### src/rtl/rocketcpu_timer.sv
// Wishbone-slave 32-bit timer: prescaled counter, compare match, periodic or one-shot,
// emitting a one-cycle o_irq pulse per match toward the interrupt controller.
module rocketcpu_timer #(
    parameter logic [31:0] BASE_ADR = 32'h0A00_0000,
    parameter int          PRESC_W  = 16
) (
    input  logic        i_wb_clk,
    input  logic        i_wb_rst_n,
    input  logic [31:0] i_wb_adr,
    input  logic [31:0] i_wb_dat,
    input  logic        i_wb_we,
    input  logic        i_wb_cyc,
    output logic [31:0] o_wb_rdt,
    output logic        o_wb_ack,
    output logic        o_irq
);

    localparam logic [31:0] ADR_CTRL     = BASE_ADR;
    localparam logic [31:0] ADR_PRESCALE = BASE_ADR + 32'h4;
    localparam logic [31:0] ADR_COMPARE  = BASE_ADR + 32'h8;
    localparam logic [31:0] ADR_COUNT    = BASE_ADR + 32'hC;
    localparam logic [31:0] ADR_STATUS   = BASE_ADR + 32'h10;
    localparam logic [PRESC_W-1:0] PRESC_ONE = PRESC_W'(1);

    logic               en;
    logic               periodic;
    logic               irq_en;
    logic [PRESC_W-1:0] prescale;
    logic [PRESC_W-1:0] presc_cnt;
    logic [31:0]        compare;
    logic [31:0]        count;
    logic               match_flag;

    // Handshake: a transfer happens on every edge where i_wb_cyc is high and o_wb_ack is low;
    // ack rises for exactly one cycle, the write commits on that edge, and o_wb_rdt carries
    // the pre-edge register value. Holding cyc high therefore acks every other cycle.
    logic strobe;
    logic wr;
    logic wr_ctrl, wr_prescale, wr_compare, wr_count, wr_status;

    assign strobe      = i_wb_cyc & ~o_wb_ack;
    assign wr          = strobe & i_wb_we;
    assign wr_ctrl     = wr & (i_wb_adr == ADR_CTRL);
    assign wr_prescale = wr & (i_wb_adr == ADR_PRESCALE);
    assign wr_compare  = wr & (i_wb_adr == ADR_COMPARE);
    assign wr_count    = wr & (i_wb_adr == ADR_COUNT);
    assign wr_status   = wr & (i_wb_adr == ADR_STATUS);

    logic tick;
    logic match;

    assign tick  = en & (presc_cnt == prescale);
    assign match = tick & (count == compare);

    logic [31:0] rdata;

    always_comb begin
        rdata = 32'd0;
        if (i_wb_adr == ADR_CTRL)          rdata = {29'd0, irq_en, periodic, en};
        else if (i_wb_adr == ADR_PRESCALE) rdata = 32'(prescale);
        else if (i_wb_adr == ADR_COMPARE)  rdata = compare;
        else if (i_wb_adr == ADR_COUNT)    rdata = count;
        else if (i_wb_adr == ADR_STATUS)   rdata = {31'd0, match_flag};
    end

    always_ff @(posedge i_wb_clk or negedge i_wb_rst_n) begin
        if (!i_wb_rst_n) begin
            o_wb_ack <= 1'b0;
            o_wb_rdt <= 32'd0;
        end else begin
            o_wb_ack <= strobe;
            if (strobe) o_wb_rdt <= rdata;
        end
    end

    always_ff @(posedge i_wb_clk or negedge i_wb_rst_n) begin
        if (!i_wb_rst_n) begin
            en       <= 1'b0;
            periodic <= 1'b0;
            irq_en   <= 1'b0;
            prescale <= '0;
            compare  <= 32'hFFFF_FFFF;
        end else begin
            // A software CTRL write overrides the one-shot auto-disable on the same edge.
            if (wr_ctrl) begin
                en       <= i_wb_dat[0];
                periodic <= i_wb_dat[1];
                irq_en   <= i_wb_dat[2];
            end else if (match && !periodic) begin
                en <= 1'b0;
            end
            if (wr_prescale) prescale <= i_wb_dat[PRESC_W-1:0];
            if (wr_compare)  compare  <= i_wb_dat;
        end
    end

    // Equality-only reload lets a counter above a freshly lowered PRESCALE wrap naturally.
    always_ff @(posedge i_wb_clk or negedge i_wb_rst_n) begin
        if (!i_wb_rst_n) begin
            presc_cnt <= '0;
        end else if (wr_count) begin
            presc_cnt <= '0;
        end else if (en) begin
            if (presc_cnt == prescale) presc_cnt <= '0;
            else                       presc_cnt <= presc_cnt + PRESC_ONE;
        end
    end

    always_ff @(posedge i_wb_clk or negedge i_wb_rst_n) begin
        if (!i_wb_rst_n) begin
            count <= 32'd0;
        end else if (wr_count) begin
            count <= i_wb_dat;
        end else if (tick) begin
            if (match) count <= 32'd0;
            else       count <= count + 32'd1;
        end
    end

    always_ff @(posedge i_wb_clk or negedge i_wb_rst_n) begin
        if (!i_wb_rst_n) begin
            match_flag <= 1'b0;
            o_irq      <= 1'b0;
        end else begin
            if (match)                      match_flag <= 1'b1;
            else if (wr_status && i_wb_dat[0]) match_flag <= 1'b0;
            o_irq <= match & irq_en;
        end
    end

endmodule

### config.mk
export PLATFORM = sky130hd
export DESIGN_NAME = rocketcpu_timer
export DESIGN_NICKNAME = d
export VERILOG_FILES = /design/src/rtl/rocketcpu_timer.sv
export SDC_FILE = /design/constraint.sdc
export NUM_CORES = 1
export LEC_CHECK = 0
export BUFFER_PORTS_ARGS = -buffer_cell sky130_fd_sc_hd__clkbuf_2
export CORE_MARGIN = 5
export CORE_UTILIZATION = 63
export DETAILED_ROUTE_END_ITERATION = 8
export PLACE_DENSITY = 0.84
export REMOVE_ABC_BUFFERS = 1
export SLEW_MARGIN = 20
export SYNTH_ARGS = -nofsm -noshare
export SYNTH_HDL_FRONTEND = slang
export SYNTH_SLANG_ARGS = --single-unit
export TNS_END_PERCENT = 1
### constraint.sdc
create_clock -name i_wb_clk -period 6.1 [get_ports i_wb_clk]
set_clock_uncertainty 0.1 [all_clocks]
set_input_delay 1.22 -clock i_wb_clk [delete_from_list [all_inputs] [get_ports i_wb_clk]]
set_output_delay 1.22 -clock i_wb_clk [all_outputs]
set_load 0.05 [all_outputs]
# == After elaboration in Yosys (flattened, before gate mapping) ==
# Cells that the tools add are included.
# classes
add_sub_neg,2
eq_ne,7
mux,15
n_bitwise,11
reduce_logical,7
# op_table
cell,n
32-bit 2-to-1 mux,7
32-bit by 28-bit == test with 1-bit output (second input constant),5
16-bit 2-to-1 mux,3
32-bit by 1-bit adder with 32-bit output (second input constant),1
32-bit == test,1
16-bit by 1-bit adder with 16-bit output (second input constant),1
16-bit == test,1
1-bit AND,10
2-bit nonzero test,4
1-bit 2-to-1 mux,5
1-bit logical AND,2
1-bit zero test,1
1-bit inverter,1
# totals
register_bits,134
inputBits,68
word_cells,53

# == Depth between registers and ports, before layout ==
# logic_depth
ltp_word,7
ltp_mapped,9

# == Worst setup path after synthesis ==
# Ideal clock, no wire load.
# synth_path
path_kind,input port to flip-flop
start,in i_wb_adr[24]
end,reg prescale[10]
setup_ns,0.125
arrival_ns,2.941
t_required_ns,5.875
path_slack_ns,2.934
cell_stages,6
n_path_buf,1
cell_sequence,nor4bb_1 and4_1 nand3_4 nor3b_2 buf_2 mux2_2
# synth_via
elab_chain_len,2
# synth_rtl
item,line_no,source
"start, declared",9,"input logic [31:0] i_wb_adr,"
32-bit by 28-bit == test with 1-bit output,44,assign wr_prescale = wr & (i_wb_adr == ADR_PRESCALE);
1-bit AND,44,
"end signal, assigned",92,if (wr_prescale) prescale <= i_wb_dat[PRESC_W-1:0];
"end, declared",28,logic [PRESC_W-1:0] prescale;
# No other way between the ends.
# A chain may end at the register's enable or synchronous reset.

# == Worst setup path after layout ==
# layout_path
start,in i_wb_adr[2]
end,reg count[23]
# layout_via
elab_chain_len,3
# layout_rtl
item,line_no,source
32-bit by 28-bit == test with 1-bit output *,46,assign wr_count = wr & (i_wb_adr == ADR_COUNT);
1-bit AND *,46,
32-bit 2-to-1 mux or 2-bit nonzero test (tied branches),--,
"end signal, assigned",113,count <= i_wb_dat;
"end signal, assigned",116,else count <= count + 32'd1;
"end, declared",31,logic [31:0] count;
# Every way passes the cells marked *; elsewhere a longest branch is shown, timed or not.

==> out/results.txt <==
Ports = 102
CTS tree = built
Finished Cell Area = 8691 sq um
Worst EP required = 6270 ps
RSZ-0062 raised after global routing = false
Top cells by area, synth = dfrtp_1, dfstp_2, mux2_4
Row cnt = 40
Hold/Removal Path Class = reg -> reg
CTS max path bufs = 2
Most used cell, CP = nor3_1
DR pass1 iterations = 6
Startpoint Class = primary input
GPL Wtd Cong = 0.9146
Adder-Cell Fraction of Synth Area = 0.003327
Chip height = 119.3 um
ANT cells = 0
Crit path launch = i_wb_adr[2]
Async set-or-reset flop fraction in the synthesized netlist = 1.000
Synth warn = 0
Root buffer cell = clkbuf_16
Hold depth = 2
Post-synth top area cell = dfrtp_1
Largest family of logic cells by synthesized area = simple AND/OR/NAND/NOR gates
Worst Hold Endpoint = o_wb_rdt[10]$_DFFE_PN0P_
CP Class = in -> reg
Max Freq = 0.2874 GHz
Lkg Pwr = 3.821 nW
Max-cap violations = 0
Slew Viols, Final = 0
Peak supply drop = 0.0001994 V
Pwr dens = 238.3 nW/um^2
Core area = 11860 sq um
Post-Synthesis Cells = 749
Initial antenna violation count = 0
# setup viols final = 0
Critical path arrival = 3650 ps
Die Span X = 119.3 um
CP endpoint kind = flop
Final wirelength = 21.13 mm
Period minus WS final = 3480 ps
Vias in the first global route = 6827
Setup TNS = 0 ps
Synth Area in XOR/XNOR = 0.06520
Flops & latches, synth = 134
Post-Synthesis Cell Area = 7522 sq um
Largest net degree at the start of global routing = 82
Top FF cell, synth = dfrtp_1
Layout cells sized above 1 = 0.3018
Final #Nets = 892
Worst hold start = o_wb_rdt[10]$_DFFE_PN0P_
Synth Area in Compound Gates = 0.1605
Status = finished, final reports clean
Clock transition at path regs = 50 ps
Final HPWL DP = 14.01 mm
Final Cycle Share = 0.5705
Post-CTS setup buffers = 0
Clock Sinks = 134
Simple-gate area share of the yosys netlist = 0.1663
Routed Antenna Nets = 0
DR DRC count = 0
CP Max Fanout = 61
IO buf count = 101
WL/cell = 21.51 um
R2r setup slk = 2740 ps
Reg2reg start = count[16]$_DFFE_PN0P_
Synthesis-to-layout area growth = 15.54%
WP buf/inv = 2
Mapped Avg Cell Area = 10.04 sq um
First-pass GRT wire length = 34.71 mm
GRT Util Overall = 0.3054
DR iter-0 viols = 632
Starting Density = 0.6342
CP max-delay cell = buf_4
Post-synth top area share = 0.3393
CTS H-tree depth = 4
Post-cts resize count = 0
Count of unique library cells instantiated by Yosys = 55
Vias per cell = 6.759
Worst Reg-to-Reg Cells = 6
Placed inst area = 8054 sq um
Worst path max stage delay = 560 ps
Gr ovfl total = 0
Skew-Pair Late Insertion Delay = 430 ps
Worst-Margin Slew = 959.6 ps
Vias = 6637
Hold Buf Count CTS = 0
Full die area = 14230 sq um
Seq/Total Area, Yosys = 0.4511
Cell Chain, Critical Path = clkbuf_2, nand2_1, nor3_1, and3_2, buf_4, nor3_1, a22oi_1, o21ai_0
R2r endpoint = count[17]$_DFFE_PN0P_
Post-synth EDFFs = 0
Final Hold Fails = 0
Mux cell area share after synthesis = 0.1166
Worst rel slew slack = 0.3599
Clock buffer count from CTS = 17
Crit path max-delay family = buffers and inverters
Power Total = 2.071 mW
[worst max path at each step]
stage                                     to  slack [ps]  cells past startpoint
CTS                 prescale[12]$_DFFE_PN0P_        2620                      6
finish                 count[23]$_DFFE_PN0P_        2620                      8
global route           count[23]$_DFFE_PN0P_        2440                      8
global placement    prescale[13]$_DFFE_PN0P_        2320                      6
detailed placement   prescale[5]$_DFFE_PN0P_        2180                      6
floorplan           presc_cnt[3]$_DFFE_PN0P_        2050                      6
[metrics by stage]
step | worst slack [ps] | hold slack, ps | util | cells
finish | 2620 | 374.7 | 0.7327 | 982
global route | 2436 | 401.6 | 0.7327 | 982
CTS | 2624 | 381.5 | 0.7316 | 982
detailed placement | 2177 | 369.5 | 0.6790 | 950
global placement | 2325 | 361.0 | 0.6790 | 950
floorplan | 2055 | 393.6 | - | 694
[where the power goes]
part | switching, mW | internal (mW)
clock | 0.383 | 0.712
sequential | 0.000271 | 0.891
combinational | 0.0570 | 0.0278
total | 0.440 | 1.63
[layer usage]
metal,part of all wire,track usage
met2,0.48,0.4772
met4,0.036,0.1441
met1,0.40,0.4020
met3,0.087,0.07265
met5,0,0
[layout by cell type (no fill, tap or decap), types with 22 or more instances in the layout]
cell type / count
clkbuf_2: 100
mux2_4: 30
dfstp_2: 32
o21ai_0: 54
nor2_1: 32
nor3_1: 28
mux2_2: 33
a21oi_1: 29
nand2_1: 81
nand4_1: 22
a22oi_1: 53
dfrtp_1: 102
xnor2_1: 34
xor2_1: 22
[worst reg2reg max path, cell delays in order (launching register included)]
cell       delay (ps)
dfrtp_1           460
xnor2_1           370
nand4_1           240
nor4_2            790
and2_0            860
a2bb2oi_1         290
o21ai_0           110
[cell usage after synthesis (13+ instances only)]
cell type,instances
clkbuf_1,45
nand3_1,15
dfstp_2,32
xnor2_1,34
nor2_1,33
nor4_1,16
xor2_1,22
o21ai_0,54
mux2_2,33
o31ai_1,16
a21oi_1,29
mux2_4,30
nand2_1,81
a2bb2oi_1,13
nor3_1,28
nand4_1,22
dfrtp_1,102
a22oi_1,53
[layout make-up]
| class | instances | area [sq um] |
|---|---|---|
| Clock buffer | 22 | 474.2 |
| Fill cell | 820 | 3171 |
| Multi-Input combinational cell | 549 | 3876 |
| Timing Repair Buffer | 109 | 571.8 |
| Sequential cell | 134 | 3393 |
| Tap cell | 147 | 183.9 |
| Inverter | 11 | 41.29 |
| Clock inverter | 10 | 150.1 |
[registers in the layout (all words and copies together) (netlist names)]
name        cells
o_wb_ack        1
periodic        1
prescale       16
en              1
compare        32
irq_en          1
count          32
match_flag      1
o_wb_rdt       32
o_irq           1
presc_cnt      16
[logic make-up after synthesis]
| logic type | after synthesis |
|---|---|
| buf+inv | 66 |
| fa+ha+maj | 2 |
| xor+xnor | 56 |
| simple gates | 239 |
| compound gates | 186 |
| mux | 66 |
| flops | 134 |
Note: power is estimated with default switching activity, not from simulation.
